===== config.mk =====
export PLATFORM = sky130hd
export DESIGN_NAME = vpu_lane_issue_ctrl
export DESIGN_NICKNAME = d
export VERILOG_FILES = /design/src/rtl/vpu_lane_issue_ctrl.sv
export SDC_FILE = /design/constraint.sdc
export NUM_CORES = 1
export LEC_CHECK = 0
export CORE_AREA = 2 2 120 122
export DETAILED_ROUTE_END_ITERATION = 8
export DIE_AREA = 0 0 122 124
export PLACE_DENSITY = 0.95
export REMOVE_ABC_BUFFERS = 1
export SLEW_MARGIN = 20
export SYNTH_ARGS = -nofsm -noshare
export SYNTH_HDL_FRONTEND = slang
export SYNTH_SLANG_ARGS = --single-unit

===== constraint.sdc =====
create_clock -name clk -period 3.75 [get_ports clk]
set_input_delay 0.5625 -clock clk [delete_from_list [all_inputs] [get_ports clk]]
set_output_delay 0.5625 -clock clk [all_outputs]
set_load 0.03 [all_outputs]

===== src/rtl/vpu_lane_issue_ctrl.sv =====
// Initiator for one VPU lane: accepts an op, pulses start into the lane, waits for done
// (or a timeout), and returns the captured result on a valid/ready response port.
module vpu_lane_issue_ctrl #(
    parameter int OPERAND_WIDTH   = 32,
    parameter int SRC_OPERAND_CNT = 3,
    parameter int OP_WIDTH        = 12,
    parameter int TIMEOUT_CYCLES  = 64
) (
    input  logic                                       clk,
    input  logic                                       rst_n,
    input  logic                                       req_valid_i,
    output logic                                       req_ready_o,
    input  logic [OP_WIDTH-1:0]                        req_op_i,
    input  logic [SRC_OPERAND_CNT*OPERAND_WIDTH-1:0]   req_operand_i,
    input  logic [SRC_OPERAND_CNT-1:0]                 req_operand_valid_i,
    output logic                                       lane_start_o,
    output logic [OP_WIDTH-1:0]                        lane_op_o,
    output logic [SRC_OPERAND_CNT*OPERAND_WIDTH-1:0]   lane_operand_o,
    output logic [SRC_OPERAND_CNT-1:0]                 lane_operand_valid_o,
    input  logic [OPERAND_WIDTH-1:0]                   lane_dout_i,
    input  logic                                       lane_done_i,
    output logic                                       rsp_valid_o,
    input  logic                                       rsp_ready_i,
    output logic [OPERAND_WIDTH-1:0]                   rsp_data_o,
    output logic                                       rsp_timeout_o,
    output logic                                       busy_o
);

    localparam int OPS_W = SRC_OPERAND_CNT * OPERAND_WIDTH;
    localparam int CNT_W = $clog2(TIMEOUT_CYCLES);
    localparam logic [CNT_W-1:0] CNT_LAST = CNT_W'(TIMEOUT_CYCLES - 1);

    typedef enum logic [1:0] {
        S_IDLE  = 2'd0,
        S_ISSUE = 2'd1,
        S_WAIT  = 2'd2,
        S_RESP  = 2'd3
    } state_t;

    state_t                       state_q, state_d;
    logic [OP_WIDTH-1:0]          lane_op_q, lane_op_d;
    logic [OPS_W-1:0]             operand_q, operand_d;
    logic [SRC_OPERAND_CNT-1:0]   operand_valid_q, operand_valid_d;
    logic [CNT_W-1:0]             cnt_q, cnt_d;
    logic [OPERAND_WIDTH-1:0]     rsp_data_q, rsp_data_d;
    logic                         rsp_timeout_q, rsp_timeout_d;

    // Next-state and datapath capture for the issue sequencer.
    always_comb begin
        state_d         = state_q;
        lane_op_d       = lane_op_q;
        operand_d       = operand_q;
        operand_valid_d = operand_valid_q;
        cnt_d           = cnt_q;
        rsp_data_d      = rsp_data_q;
        rsp_timeout_d   = rsp_timeout_q;
        case (state_q)
            S_IDLE: begin
                if (req_valid_i) begin
                    // An all-zero op is captured as-is, so the lane op bus stays idle for it.
                    lane_op_d       = req_op_i;
                    operand_d       = req_operand_i;
                    operand_valid_d = req_operand_valid_i;
                    rsp_data_d      = {OPERAND_WIDTH{1'b0}};
                    if (req_op_i == {OP_WIDTH{1'b0}}) begin
                        rsp_timeout_d = 1'b1;
                        state_d       = S_RESP;
                    end else begin
                        rsp_timeout_d = 1'b0;
                        state_d       = S_ISSUE;
                    end
                end else begin
                    state_d = S_IDLE;
                end
            end
            S_ISSUE: begin
                cnt_d   = {CNT_W{1'b0}};
                state_d = S_WAIT;
            end
            S_WAIT: begin
                // Done has priority over expiry on the final wait cycle.
                if (lane_done_i) begin
                    rsp_data_d    = lane_dout_i;
                    rsp_timeout_d = 1'b0;
                    lane_op_d     = {OP_WIDTH{1'b0}};
                    state_d       = S_RESP;
                end else if (cnt_q == CNT_LAST) begin
                    rsp_data_d    = {OPERAND_WIDTH{1'b0}};
                    rsp_timeout_d = 1'b1;
                    lane_op_d     = {OP_WIDTH{1'b0}};
                    state_d       = S_RESP;
                end else begin
                    cnt_d = cnt_q + CNT_W'(1);
                end
            end
            S_RESP: begin
                if (rsp_ready_i) begin
                    state_d = S_IDLE;
                end else begin
                    state_d = S_RESP;
                end
            end
            default: begin
                state_d = S_IDLE;
            end
        endcase
    end

    // State and datapath registers.
    always_ff @(posedge clk or negedge rst_n) begin
        if (!rst_n) begin
            state_q         <= S_IDLE;
            lane_op_q       <= {OP_WIDTH{1'b0}};
            operand_q       <= {OPS_W{1'b0}};
            operand_valid_q <= {SRC_OPERAND_CNT{1'b0}};
            cnt_q           <= {CNT_W{1'b0}};
            rsp_data_q      <= {OPERAND_WIDTH{1'b0}};
            rsp_timeout_q   <= 1'b0;
        end else begin
            state_q         <= state_d;
            lane_op_q       <= lane_op_d;
            operand_q       <= operand_d;
            operand_valid_q <= operand_valid_d;
            cnt_q           <= cnt_d;
            rsp_data_q      <= rsp_data_d;
            rsp_timeout_q   <= rsp_timeout_d;
        end
    end

    // Ready is qualified by rst_n so every output reads 0 while reset is held.
    assign req_ready_o          = rst_n & (state_q == S_IDLE);
    assign busy_o               = (state_q != S_IDLE);
    assign lane_start_o         = (state_q == S_ISSUE);
    assign rsp_valid_o          = (state_q == S_RESP);
    assign lane_op_o            = lane_op_q;
    assign lane_operand_o       = operand_q;
    assign lane_operand_valid_o = operand_valid_q;
    assign rsp_data_o           = rsp_data_q;
    assign rsp_timeout_o        = rsp_timeout_q;

endmodule

Word-level counts from Yosys, hierarchy flattened
Index checks and enable logic that the tools add are counted.
- flip-flop bits (word level): 152
- output and inout port bits: 148
- word-level logic and storage cells: 47
- equal/unequal tests: 8
- reduce and logical (&&, ||, !) cells: 8
- add/sub/neg operators: 1
- mux-type cells: 22
- bitwise logic cells: 1
- operators by type and width (cell ; count):
    $mux W32 ; 3
    $pmux W32 S2 ; 1
    $mux W12 ; 3
    $pmux W12 S2 ; 1
    $logic_not A12 Y1 ; 1
    $mux W6 ; 2
    $pmux W6 S2 ; 1
    $mux W2 ; 5
    $pmux W2 S4 ; 1
    $add A6 B1 Y6 const B ; 1
    $eq A6 B6 Y1 const B ; 1
    $ne A2 B2 Y1 const B ; 3
    $reduce_and A3 Y1 ; 2
    $reduce_bool A2 Y1 ; 3
    $eq A2 B2 Y1 const B ; 2
    $mux W1 ; 4
    $ne A3 B3 Y1 const B ; 1
    $eq A2 B1 Y1 const B ; 1
    $logic_not A2 Y1 ; 1
    $pmux W1 S2 ; 1
    $reduce_and A2 Y1 ; 1
    $and A1 B1 Y1 ; 1

Depth between registers and ports, before layout
Gate-level depths: netlist of the first run.
- depth after elaboration: 4
- depth in mapped cells: 8

Worst setup path after synthesis of the first run
Ideal clock, no wire load.
- path kind: register to register
- start: register state_q[0]
- end: register operand_q[52], in the netlist lane_operand_o[52]
- cell stages (with the launch flop): 7
- setup slack: 1990 ps
- clock period less this slack: 1760 ps
- data arrival time: 1633 ps
- buffers on the path: 2
- setup time: 128 ps
- path through: dfrtp_1 -> inv_1 -> ha_1 -> nand2_1 -> buf_2 -> buf_2 -> mux2_1
- cells in the longest elaborated chain, start to end: 2
- RTL lines (element ; line ; RTL):
    start: declaration ; 40 ; state_t state_q, state_d;
    start signal: assignment ; 120 ; state_q <= state_d;
    $logic_not A2 Y1 ; 57 ; case (state_q)
    $reduce_and A2 Y1 (no line) ; -- ;
    end signal: assignment ; 114 ; operand_q <= {OPS_W{1'b0}};
    end signal: assignment ; 122 ; operand_q <= operand_d;
    end: declaration ; 42 ; logic [OPS_W-1:0] operand_q, operand_d;
Every way passes these cells.
A chain may end at the register's enable or synchronous reset.

Worst setup path in the final report of the first run
- start: register state_q[0]
- end: output req_ready_o
- cells in the longest elaborated chain, start to end: 2
- RTL lines (element ; line ; RTL):
    $logic_not A2 Y1 ; 131 ; assign req_ready_o = rst_n & (state_q == S_IDLE);
    $and A1 B1 Y1 ; 131 ;
    end: declaration ; 12 ; output logic req_ready_o,
Every way passes these cells.

==> results.yml, run 1 <==
outcome:
  outcome: "complete, no violations"
critical_path:
  crit_type: "register to output port"
  cp-end-kind: "output port"
  r2r_start: "state_q[0]$_DFFE_PN0P_"
  startpoint_type: "register"
  r2r_cells: 5
  max_stage_delay_ns: 0.67
  ff2ff_setup_slack_ns: 1.54
  worstPathArrival_ns: 2.11
  cp_slowest_cell: "clkdlybuf4s50_1"
  worstPathCellList: "inv_1 > ha_1 > and2_1 > clkdlybuf4s50_1"
  cp_data_required_time_ns: 3.19
  r2r-end: "lane_op_o[2]$_DFFE_PN0P_"
  worstPathMaxFanout: 5
  crit_buf_inv: 2
  critical-path-top-delay-family: "buffers and inverters"
synth:
  syn_inst: 385
  synth_ff_type: "dfrtp_1"
  yosysWarnings: 0
  synthDistinctLibCells: 35
  netlist_area_sq_mm: 0.00588
  synth_edf_count: 0
  avgSynthCellArea_sq_um: 15.3
  async_flop_share_pct: 100
  synth_seq_area_share_pct: 64.7
  synth-seq-cells: 152
routing:
  drcViolationCount: 0
  ant_nets: 0
  via_per_inst: 5.03
  drtIter0Drc: 233
  vias: 4395
  wire_per_inst_um: 18.5
  drt_first_pass_iters: 4
  finalWirelength_mm: 16.2
flow_run:
  maxCapViolCount: 0
clock_network:
  path_clk_slew_ns: 0.06
  clk_latency_ns: 0.40
  cts_tree: "yes"
  cts_root_buf: "clkbuf_16"
  clockBufferDepth: 2
  cts_buffers: 17
  ctsHtreeMaxLevel: 4
  cts_resized: 0
  post-cts-setup-buffers: 0
  cts_sinks: 152
  cts_hold_buf: 0
die:
  die_height_um: 124
  ios: 296
  die_x_um: 122
  die_area_sq_mm: 0.0151
  rows: 43
  coreArea_sq_mm: 0.0137
  start_util_pct: 42.9
sta:
  skew_ns: 0.00464
  timing_hold_violations_final: 0
  whs_ns: 0.100
  rsz0062_at_grt: "false"
  timing.final.max_slew_violations: 0
  min_period_ns: 2.68
  setup_violations: 0
  tightestPinTransition_ns: 0.910
  max_slew_margin_pct: 39.1
  max_freq_mhz: 374
  tns_ns: 0
  period_share_pct: 71.4
cells_and_area:
  final_nets: 835
  drive_gt1_share_pct: 17.7
  syn_to_final_growth_pct: 62.0
  final_util_pct: 69.5
  n_antenna_cell: 0
  post-route-cell-area_sq_mm: 0.00953
global_routing:
  antenna_found_initial: 0
  grtUsageTotal_pct: 21.0
  grt_pass1_wl_mm: 24.0
  grt_max_degree: 82
  grt_overflow: 0
  grt_pass1_vias: 4524
worst_hold_path:
  hold_class: "primary input to async pin"
placed_design:
  placed_cell_area_sq_mm: 0.00898
  dp.final_hpwl_mm: 12.3
  io_buffers: 295
  gp_congestion: 0.825
power_and_ir_drop:
  finalPower_w: 0.00862
  p_leak_nw: 4.02
  power_density_mw_per_mm2: 904
  vdd_drop_max_mv: 0.463
==> synthesized netlist by cell type (2+ instances only) <==
| library cell | count | area share, % |
|---|---|---|
| nor2b_1 | 2 | 0.21 |
| o21ai_0 | 3 | 0.26 |
| a22o_1 | 44 | 6.6 |
| ha_1 | 6 | 1.3 |
| nand4_1 | 3 | 0.32 |
| clkbuf_1 | 7 | 0.45 |
| mux2_2 | 83 | 16 |
| nand3_1 | 2 | 0.17 |
| or4_1 | 2 | 0.26 |
| nor2_1 | 3 | 0.19 |
| buf_2 | 11 | 0.94 |
| mux2_1 | 17 | 3.3 |
| nand2_1 | 9 | 0.57 |
| dfrtp_1 | 152 | 65 |
| a21oi_1 | 6 | 0.51 |
| buf_6 | 5 | 0.96 |
| inv_1 | 9 | 0.57 |
| o221ai_1 | 2 | 0.30 |
| nand2b_1 | 3 | 0.32 |
==> cell usage in the layout, fill, tap and decap left out, types with 3 or more instances in the layout <==
cell type,n
a22o_1,44
clkinvlp_4,5
nand4_1,3
mux2_1,17
nor2_1,3
inv_1,9
clkinv_2,3
clkbuf_1,3
a21oi_1,6
nand2b_1,3
buf_4,4
mux2_2,83
clkdlybuf4s50_1,294
dfrtp_1,152
nand2_1,8
clkbuf_16,17
ha_1,6
o21ai_0,3
==> metrics by stage <==
stage	worst slack [ns]	cells
after floorplan	-0.225	362
after global placement	1.33	842
after detailed placement	1.25	842
after CTS	1.07	874
after global routing	1.01	874
final	1.07	874
==> power breakdown <==
part           switching [W]  internal [W]  leakage [nW]  total (W)
clock network       0.000652      0.000929         0.255    0.00158
logic                0.00237       0.00194          1.89    0.00431
registers           0.000388       0.00234          1.87    0.00273
==> area by class of cell <==
class / instances / area [sq um]
fill: 927 / 4190
sequential: 152 / 3800
timing repair buffer: 300 / 3000
multi-input combinational: 201 / 1920
clock buffer: 21 / 450
tap: 180 / 225
clock inverter: 11 / 100
inverter: 9 / 33.8
==> state kept, by name (all words and copies together) (netlist names) <==
signal	cells
lane_operand_o	96
lane_operand_valid_o	3
cnt_q	6
rsp_data_o	32
state_q	2
rsp_timeout_o	1
lane_op_o	12
==> worst max-delay path by stage <==
stage / startpoint / endpoint / slack, ns / cells after the start
4_1_cts: state_q[0]$_DFFE_PN0P_ / req_ready_o / 1.07 / 4
3_5_place_dp: req_valid_i / lane_op_o[9]$_DFFE_PN0P_ / 1.25 / 4
5_1_grt: state_q[1]$_DFFE_PN0P_ / req_ready_o / 1.01 / 4
6_report: state_q[0]$_DFFE_PN0P_ / req_ready_o / 1.07 / 4
2_1_floorplan: state_q[0]$_DFFE_PN0P_ / lane_op_o[0]$_DFFE_PN0P_ / -0.23 / 5
3_3_place_gp: rst_n / req_ready_o / 1.33 / 3
==> kinds of logic (layout without fill, tap and decap cells) <==
group | count (synthesis) | after routing | synth area share, %
simple gates | 29 | 29 | 2.64
buf+inv | 32 | 341 | 2.91
fa+ha+maj | 6 | 6 | 1.28
flops | 152 | 152 | 64.7
mux | 100 | 100 | 19.1
compound gates | 66 | 66 | 9.38
==> per-layer routing <==
| metal | GRT usage, % | up-vias | part of all wire (%) |
|---|---|---|---|
| met3 | 5.45 | 35 | 6.0 |
| met4 | 8.76 | 0 | 2.6 |
| li1 | - | 1988 | - |
| met2 | 37.0 | 172 | 53 |
| met5 | 0 | - | 0 |
| met1 | 24.3 | 2200 | 39 |
==> worst reg2reg max path, stage by stage (launching register included) <==
cell and delay, ns:
dfrtp_1 0.42, inv_1 0.14, ha_1 0.31, nand2_4 0.23, nor2_1 0.76, a22o_1 0.28
Power figures use the tool's default switching activity.
==> inputs of run 2 (changes only) <==
--- a/config.mk
+++ b/config.mk
@@ -5,10 +5,10 @@
 export SDC_FILE = /design/constraint.sdc
 export NUM_CORES = 1
 export LEC_CHECK = 0
-export CORE_AREA = 2 2 120 122
+export CORE_AREA = 2 2 125 127
 export DETAILED_ROUTE_END_ITERATION = 8
-export DIE_AREA = 0 0 122 124
-export PLACE_DENSITY = 0.95
+export DIE_AREA = 0 0 127 129
+export PLACE_DENSITY = 0.89
 export REMOVE_ABC_BUFFERS = 1
 export SLEW_MARGIN = 20
 export SYNTH_ARGS = -nofsm -noshare
==> constraint.sdc (replaced) <==
create_clock -name clk -period 2.6 [get_ports clk]
set_input_delay 0.39 -clock clk [delete_from_list [all_inputs] [get_ports clk]]
set_output_delay 0.39 -clock clk [all_outputs]
set_load 0.03 [all_outputs]
==> run 2 against run 1 <==
Effect of this change: combinational power rose by 45%; sequential share of layout area shrank 0.42 points; sequential power grew 44%; register-to-register slack worse by 0.95 ns; worst setup slack got worse by 0.84 ns; clock power grew 61%; critical endpoint is now busy_o; largest cell class unchanged.
==> results.yml, run 2 (same netlist as run 1, synthesis figures left out) <==
cells_and_area:
  layout_common_cells: "clkdlybuf4s50_1, dfrtp_1, mux2_2, a22o_1"
  n_antenna_cell: 0
  final_nets: 836
  fillers: 1064
  final_cells: 883
  post-route-cell-area_sq_mm: 0.00963
  largest_register_ffs: 96
  syn_to_final_growth_pct: 63.8
  final_util_pct: 64.3
  final_common_cell: "clkdlybuf4s50_1"
  drive_gt1_share_pct: 17.8
sta:
  timing_hold_violations_final: 0
  setup_violations: 0
  rsz0062_at_grt: "false"
  max_freq_mhz: 423
  skew_ns: 0.0115
  whs_ns: 0.0455
  max_slew_margin_pct: 40.3
  timing.final.max_slew_violations: 0
  tns_ns: 0
  tightestPinTransition_ns: 0.893
  min_period_ns: 2.36
  period_share_pct: 91.0
critical_path:
  cp-end-kind: "output port"
  worstPathArrival_ns: 1.97
  crit_type: "register to output port"
  cp_data_required_time_ns: 2.21
  worstPathMaxFanout: 5
  startpoint_type: "register"
clock_network:
  path_clk_slew_ns: 0.07
  cts_tree: "yes"
  cts_resized: 0
  post-cts-setup-buffers: 0
  cts_hold_buf: 0
  ctsHtreeMaxLevel: 4
  cts_buffers: 17
  cts_root_buf: "clkbuf_16"
  clk_latency_ns: 0.42
  cts_sinks: 152
  clockBufferDepth: 2
routing:
  via_per_inst: 5.03
  drtIter0Drc: 235
  drt_first_pass_iters: 5
  vias: 4440
  ant_nets: 0
  finalWirelength_mm: 16.6
  wire_per_inst_um: 18.8
  drcViolationCount: 0
global_routing:
  grt_pass1_vias: 4662
  grt_max_degree: 153
  grt_overflow: 0
  grtUsageTotal_pct: 20.1
  grt_pass1_wl_mm: 25.2
  antenna_found_initial: 0
die:
  rows: 45
  die_height_um: 129
  start_util_pct: 39.3
  die_x_um: 127
  die_area_sq_mm: 0.0164
  ios: 296
  coreArea_sq_mm: 0.0150
power_and_ir_drop:
  vdd_drop_max_mv: 0.767
  p_leak_nw: 4.08
  power_density_mw_per_mm2: 1320
outcome:
  outcome: "complete, no violations"
placed_design:
  dpl.cell_count: 851
  dp.final_hpwl_mm: 12.2
  gp_congestion: 0.852
  placed_cell_area_sq_mm: 0.00902
  io_buffers: 295
flow_run:
  maxCapViolCount: 0
worst_hold_path:
  hold_class: "primary input to async pin"
==> run 2: cell types whose count changed in the layout (fill, tap and decap cells not counted) <==
cell             delta
clkinv_2            -2
clkbuf_8            +1
clkdlybuf4s50_1     -1
buf_12              +2
inv_6               +1
clkinvlp_4          -1
clkinv_4            -1
dlymetal6s2s_1      +1
buf_4               -1
bufinv_16           +2
==> run 2: where the power goes <==
| part | internal (W) | switching (W) |
|---|---|---|
| sequential | 0.00337 | 0.000567 |
| combinational | 0.00283 | 0.00341 |
| clock | 0.00157 | 0.000975 |
==> run 2: layout make-up <==
| type | instances | area (sq um) | share of cell area, % |
|---|---|---|---|
| well taps | 188 | 235 | 2.44 |
| repair buffers | 301 | 3040 | 31.5 |
| clock inverters | 10 | 143 | 1.48 |
| flip-flops and latches | 152 | 3800 | 39.5 |
| clock buffers | 22 | 464 | 4.82 |
| inverters | 9 | 33.8 | 0.351 |
| multi-input cells | 201 | 1920 | 19.9 |
==> run 2: final timing paths <==
path                                                      from                             end  slack [ns]  depth (start not counted)
worst max-delay path                    state_q[0]$_DFFE_PN0P_                          busy_o        0.24                          4
worst min-delay path                                     rst_n   lane_operand_o[7]$_DFFE_PN0P_        0.05                          2
worst max register to register            cnt_q[0]$_DFFE_PN0P_      rsp_data_o[24]$_DFFE_PN0P_        0.59                          6
worst min register to register  lane_operand_o[82]$_DFFE_PN0P_  lane_operand_o[82]$_DFFE_PN0P_        0.49                          1
max in group asynchronous                                rst_n      rsp_data_o[19]$_DFFE_PN0P_        1.83                          2
min in group clk                lane_operand_o[82]$_DFFE_PN0P_  lane_operand_o[82]$_DFFE_PN0P_        0.49                          1
==> run 2: through the flow <==
step | total power, W | worst slack [ns]
floorplan | 0.00740 | -1.38
global placement | 0.0100 | 0.611
detailed placement | 0.0102 | 0.493
CTS | 0.0128 | 0.0669
global route | 0.0133 | 0.143
finish | 0.0127 | 0.235
==> run 2: metal layers <==
layer  GRT usage (%)  share of wire, %  up-vias
li1                -                 -     1986
met1            23.4                38     2227
met2            34.9                53      197
met3            5.61               6.3       30
met4            8.60               2.5        0
met5               0                 0        -
==> run 2: worst max-delay path, cell delays in order, from the launching register on <==
cell and delay (ns):
dfrtp_1 0.38, inv_1 0.11, ha_1 0.31, inv_1 0.09, clkdlybuf4s50_1 0.67
==> inputs of run 3 (changes only) <==
--- a/config.mk
+++ b/config.mk
@@ -8,7 +8,7 @@
 export CORE_AREA = 2 2 125 127
 export DETAILED_ROUTE_END_ITERATION = 8
 export DIE_AREA = 0 0 127 129
-export PLACE_DENSITY = 0.89
+export PLACE_DENSITY = 0.79
 export REMOVE_ABC_BUFFERS = 1
 export SLEW_MARGIN = 20
 export SYNTH_ARGS = -nofsm -noshare
==> constraint.sdc (replaced) <==
create_clock -name clk -period 2.63 [get_ports clk]
set_input_delay 0.3945 -clock clk [delete_from_list [all_inputs] [get_ports clk]]
set_output_delay 0.3945 -clock clk [all_outputs]
set_load 0.03 [all_outputs]
==> run 3 against run 2 <==
Effect of this change: power shrank 2.8%; utilization shrank 0.24 points; global-route usage down 0.51 points; non-clock buffer count unchanged; largest power group unchanged; sequential power is 2% lower; design area is 0.38% lower; via count shrank 1.4%; sequential share of layout area up 0.15 points; clock-buffer cell count shrank 3.
==> results.yml, run 3 (same netlist as run 1, synthesis figures left out) <==
global_routing:
  grt_pass1_wl_mm: 24.8
  grt_max_degree: 153
  grt_overflow: 0
  antenna_found_initial: 0
  grt_pass1_vias: 4637
  grtUsageTotal_pct: 19.6
power_and_ir_drop:
  power.share.clock_pct: 19.0
  p_int_w: 0.00754
  power_frac_comb_pct: 49.9
  finalPower_w: 0.0124
  p_switching_w: 0.00482
  p_leak_nw: 4.07
  vdd_drop_max_mv: 0.658
  power_density_mw_per_mm2: 1290
  swShare_pct: 39.0
  p_seq_share_pct: 31.1
flow_run:
  maxCapViolCount: 0
cells_and_area:
  seqCellArea_sq_mm: 0.00380
  n_antenna_cell: 0
  final_nets: 836
  layout_common_cells: "clkdlybuf4s50_1, dfrtp_1, mux2_2, a22o_1"
  fillers: 1101
  final_util_pct: 64.1
  largest_register_ffs: 96
  drive_gt1_share_pct: 18.0
  final_common_cell: "clkdlybuf4s50_1"
  syn_to_final_growth_pct: 63.1
  post-route-cell-area_sq_mm: 0.00960
  multi_input_area_sq_mm: 0.00192
die:
  ios: 296
  rows: 45
  coreArea_sq_mm: 0.0150
  die_x_um: 127
  start_util_pct: 39.3
  die_area_sq_mm: 0.0164
  die_height_um: 129
sta:
  timing.final.max_slew_violations: 0
  skew_ns: 0.00710
  tightestPinTransition_ns: 0.904
  period_share_pct: 88.1
  whs_ns: 0.128
  max_freq_mhz: 432
  rsz0062_at_grt: "false"
  setup_violations: 0
  min_period_ns: 2.32
  tns_ns: 0
  timing_hold_violations_final: 0
  max_slew_margin_pct: 39.5
clock_network:
  clk_latency_ns: 0.41
  clockBufferDepth: 2
  ctsHtreeMaxLevel: 4
  cts_tree: "yes"
  cts_hold_buf: 0
  cts_buffers: 17
  cts_resized: 0
  path_clk_slew_ns: 0.06
  cts_root_buf: "clkbuf_16"
  cts_sinks: 152
  post-cts-setup-buffers: 0
routing:
  wire_per_inst_um: 18.3
  drcViolationCount: 0
  vias: 4379
  drtIter0Drc: 217
  drt_first_pass_iters: 5
  ant_nets: 0
  finalWirelength_mm: 16.1
  via_per_inst: 4.96
critical_path:
  cp_common_cell: "inv_1"
  cp-end-kind: "output port"
  ff2ff_setup_slack_ns: 0.62
  r2r_start: "cnt_q[0]$_DFFE_PN0P_"
  r2r_cells: 6
  crit_type: "register to output port"
  cp_slowest_cell: "clkdlybuf4s50_1"
  worstPathMaxFanout: 5
  max_stage_delay_ns: 0.66
  r2r-end: "rsp_data_o[18]$_DFFE_PN0P_"
  cp_data_required_time_ns: 2.24
  worstPathArrival_ns: 1.92
  worstPathCellList: "inv_1 > ha_1 > inv_1 > clkdlybuf4s50_1"
  startpoint_type: "register"
  cp-startpoint: "state_q[0]$_DFFE_PN0P_"
  setup.worst_path.end: "busy_o"
placed_design:
  gp_congestion: 0.778
  dp.final_hpwl_mm: 11.8
  io_buffers: 295
  placed_cell_area_sq_mm: 0.00902
worst_hold_path:
  hold_class: "primary input to async pin"
outcome:
  outcome: "complete, no violations"
run 3: power by group through the flow:
stage,sequential (W),clock [W],combinational [W]
floorplan,0.00581,0,0.00151
global placement,0.00383,0,0.00612
detailed placement,0.00389,0,0.00621
CTS,0.00386,0.00240,0.00623
global route,0.00399,0.00252,0.00645
finish,0.00385,0.00235,0.00617
run 3: area by class of cell:
type | count | share of cell area (%)
Clock buffer | 19 | 4.61
Clock inverter | 12 | 1.33
Multi-Input combinational cell | 201 | 20.0
Timing Repair Buffer | 301 | 31.7
Inverter | 9 | 0.352
Sequential cell | 152 | 39.6
Tap cell | 188 | 2.45
run 3: layer usage:
| metal | global-route usage (%) | wire length [um] |
|---|---|---|
| met4 | 7.76 | 438 |
| met5 | 0 | 0 |
| met1 | 22.7 | 6360 |
| met2 | 34.2 | 8360 |
| met3 | 5.82 | 961 |
run 3: through the flow:
stage                     cells  setup WS, ns
after floorplan             362         -1.35
after global placement      851         0.498
after detailed placement    851         0.457
after CTS                   882         0.112
after global routing        882         0.180
final                       882         0.314
run 3: worst min-delay path by stage:
| stage | depth (start not counted) | startpoint | endpoint | slack (ns) |
|---|---|---|---|---|
| 6_report | 2 | rst_n | lane_operand_o[84]$_DFFE_PN0P_ | 0.13 |
| 5_1_grt | 2 | rst_n | lane_operand_o[84]$_DFFE_PN0P_ | 0.20 |
| 4_1_cts | 2 | rst_n | lane_operand_o[49]$_DFFE_PN0P_ | 0.20 |
| 3_5_place_dp | 1 | lane_op_o[8]$_DFFE_PN0P_ | lane_op_o[8]$_DFFE_PN0P_ | 0.48 |
| 3_3_place_gp | 1 | lane_operand_o[54]$_DFFE_PN0P_ | lane_operand_o[54]$_DFFE_PN0P_ | 0.47 |
| 2_1_floorplan | 0 | rst_n | cnt_q[0]$_DFFE_PN0P_ | 0.1 |
run 3: critical path, delay by kind of cell, from the launching register on:
kind | cells | cell delay [ns]
fa+ha+maj | 1 | 0.29
buf+inv | 3 | 0.84
flops | 1 | 0.38
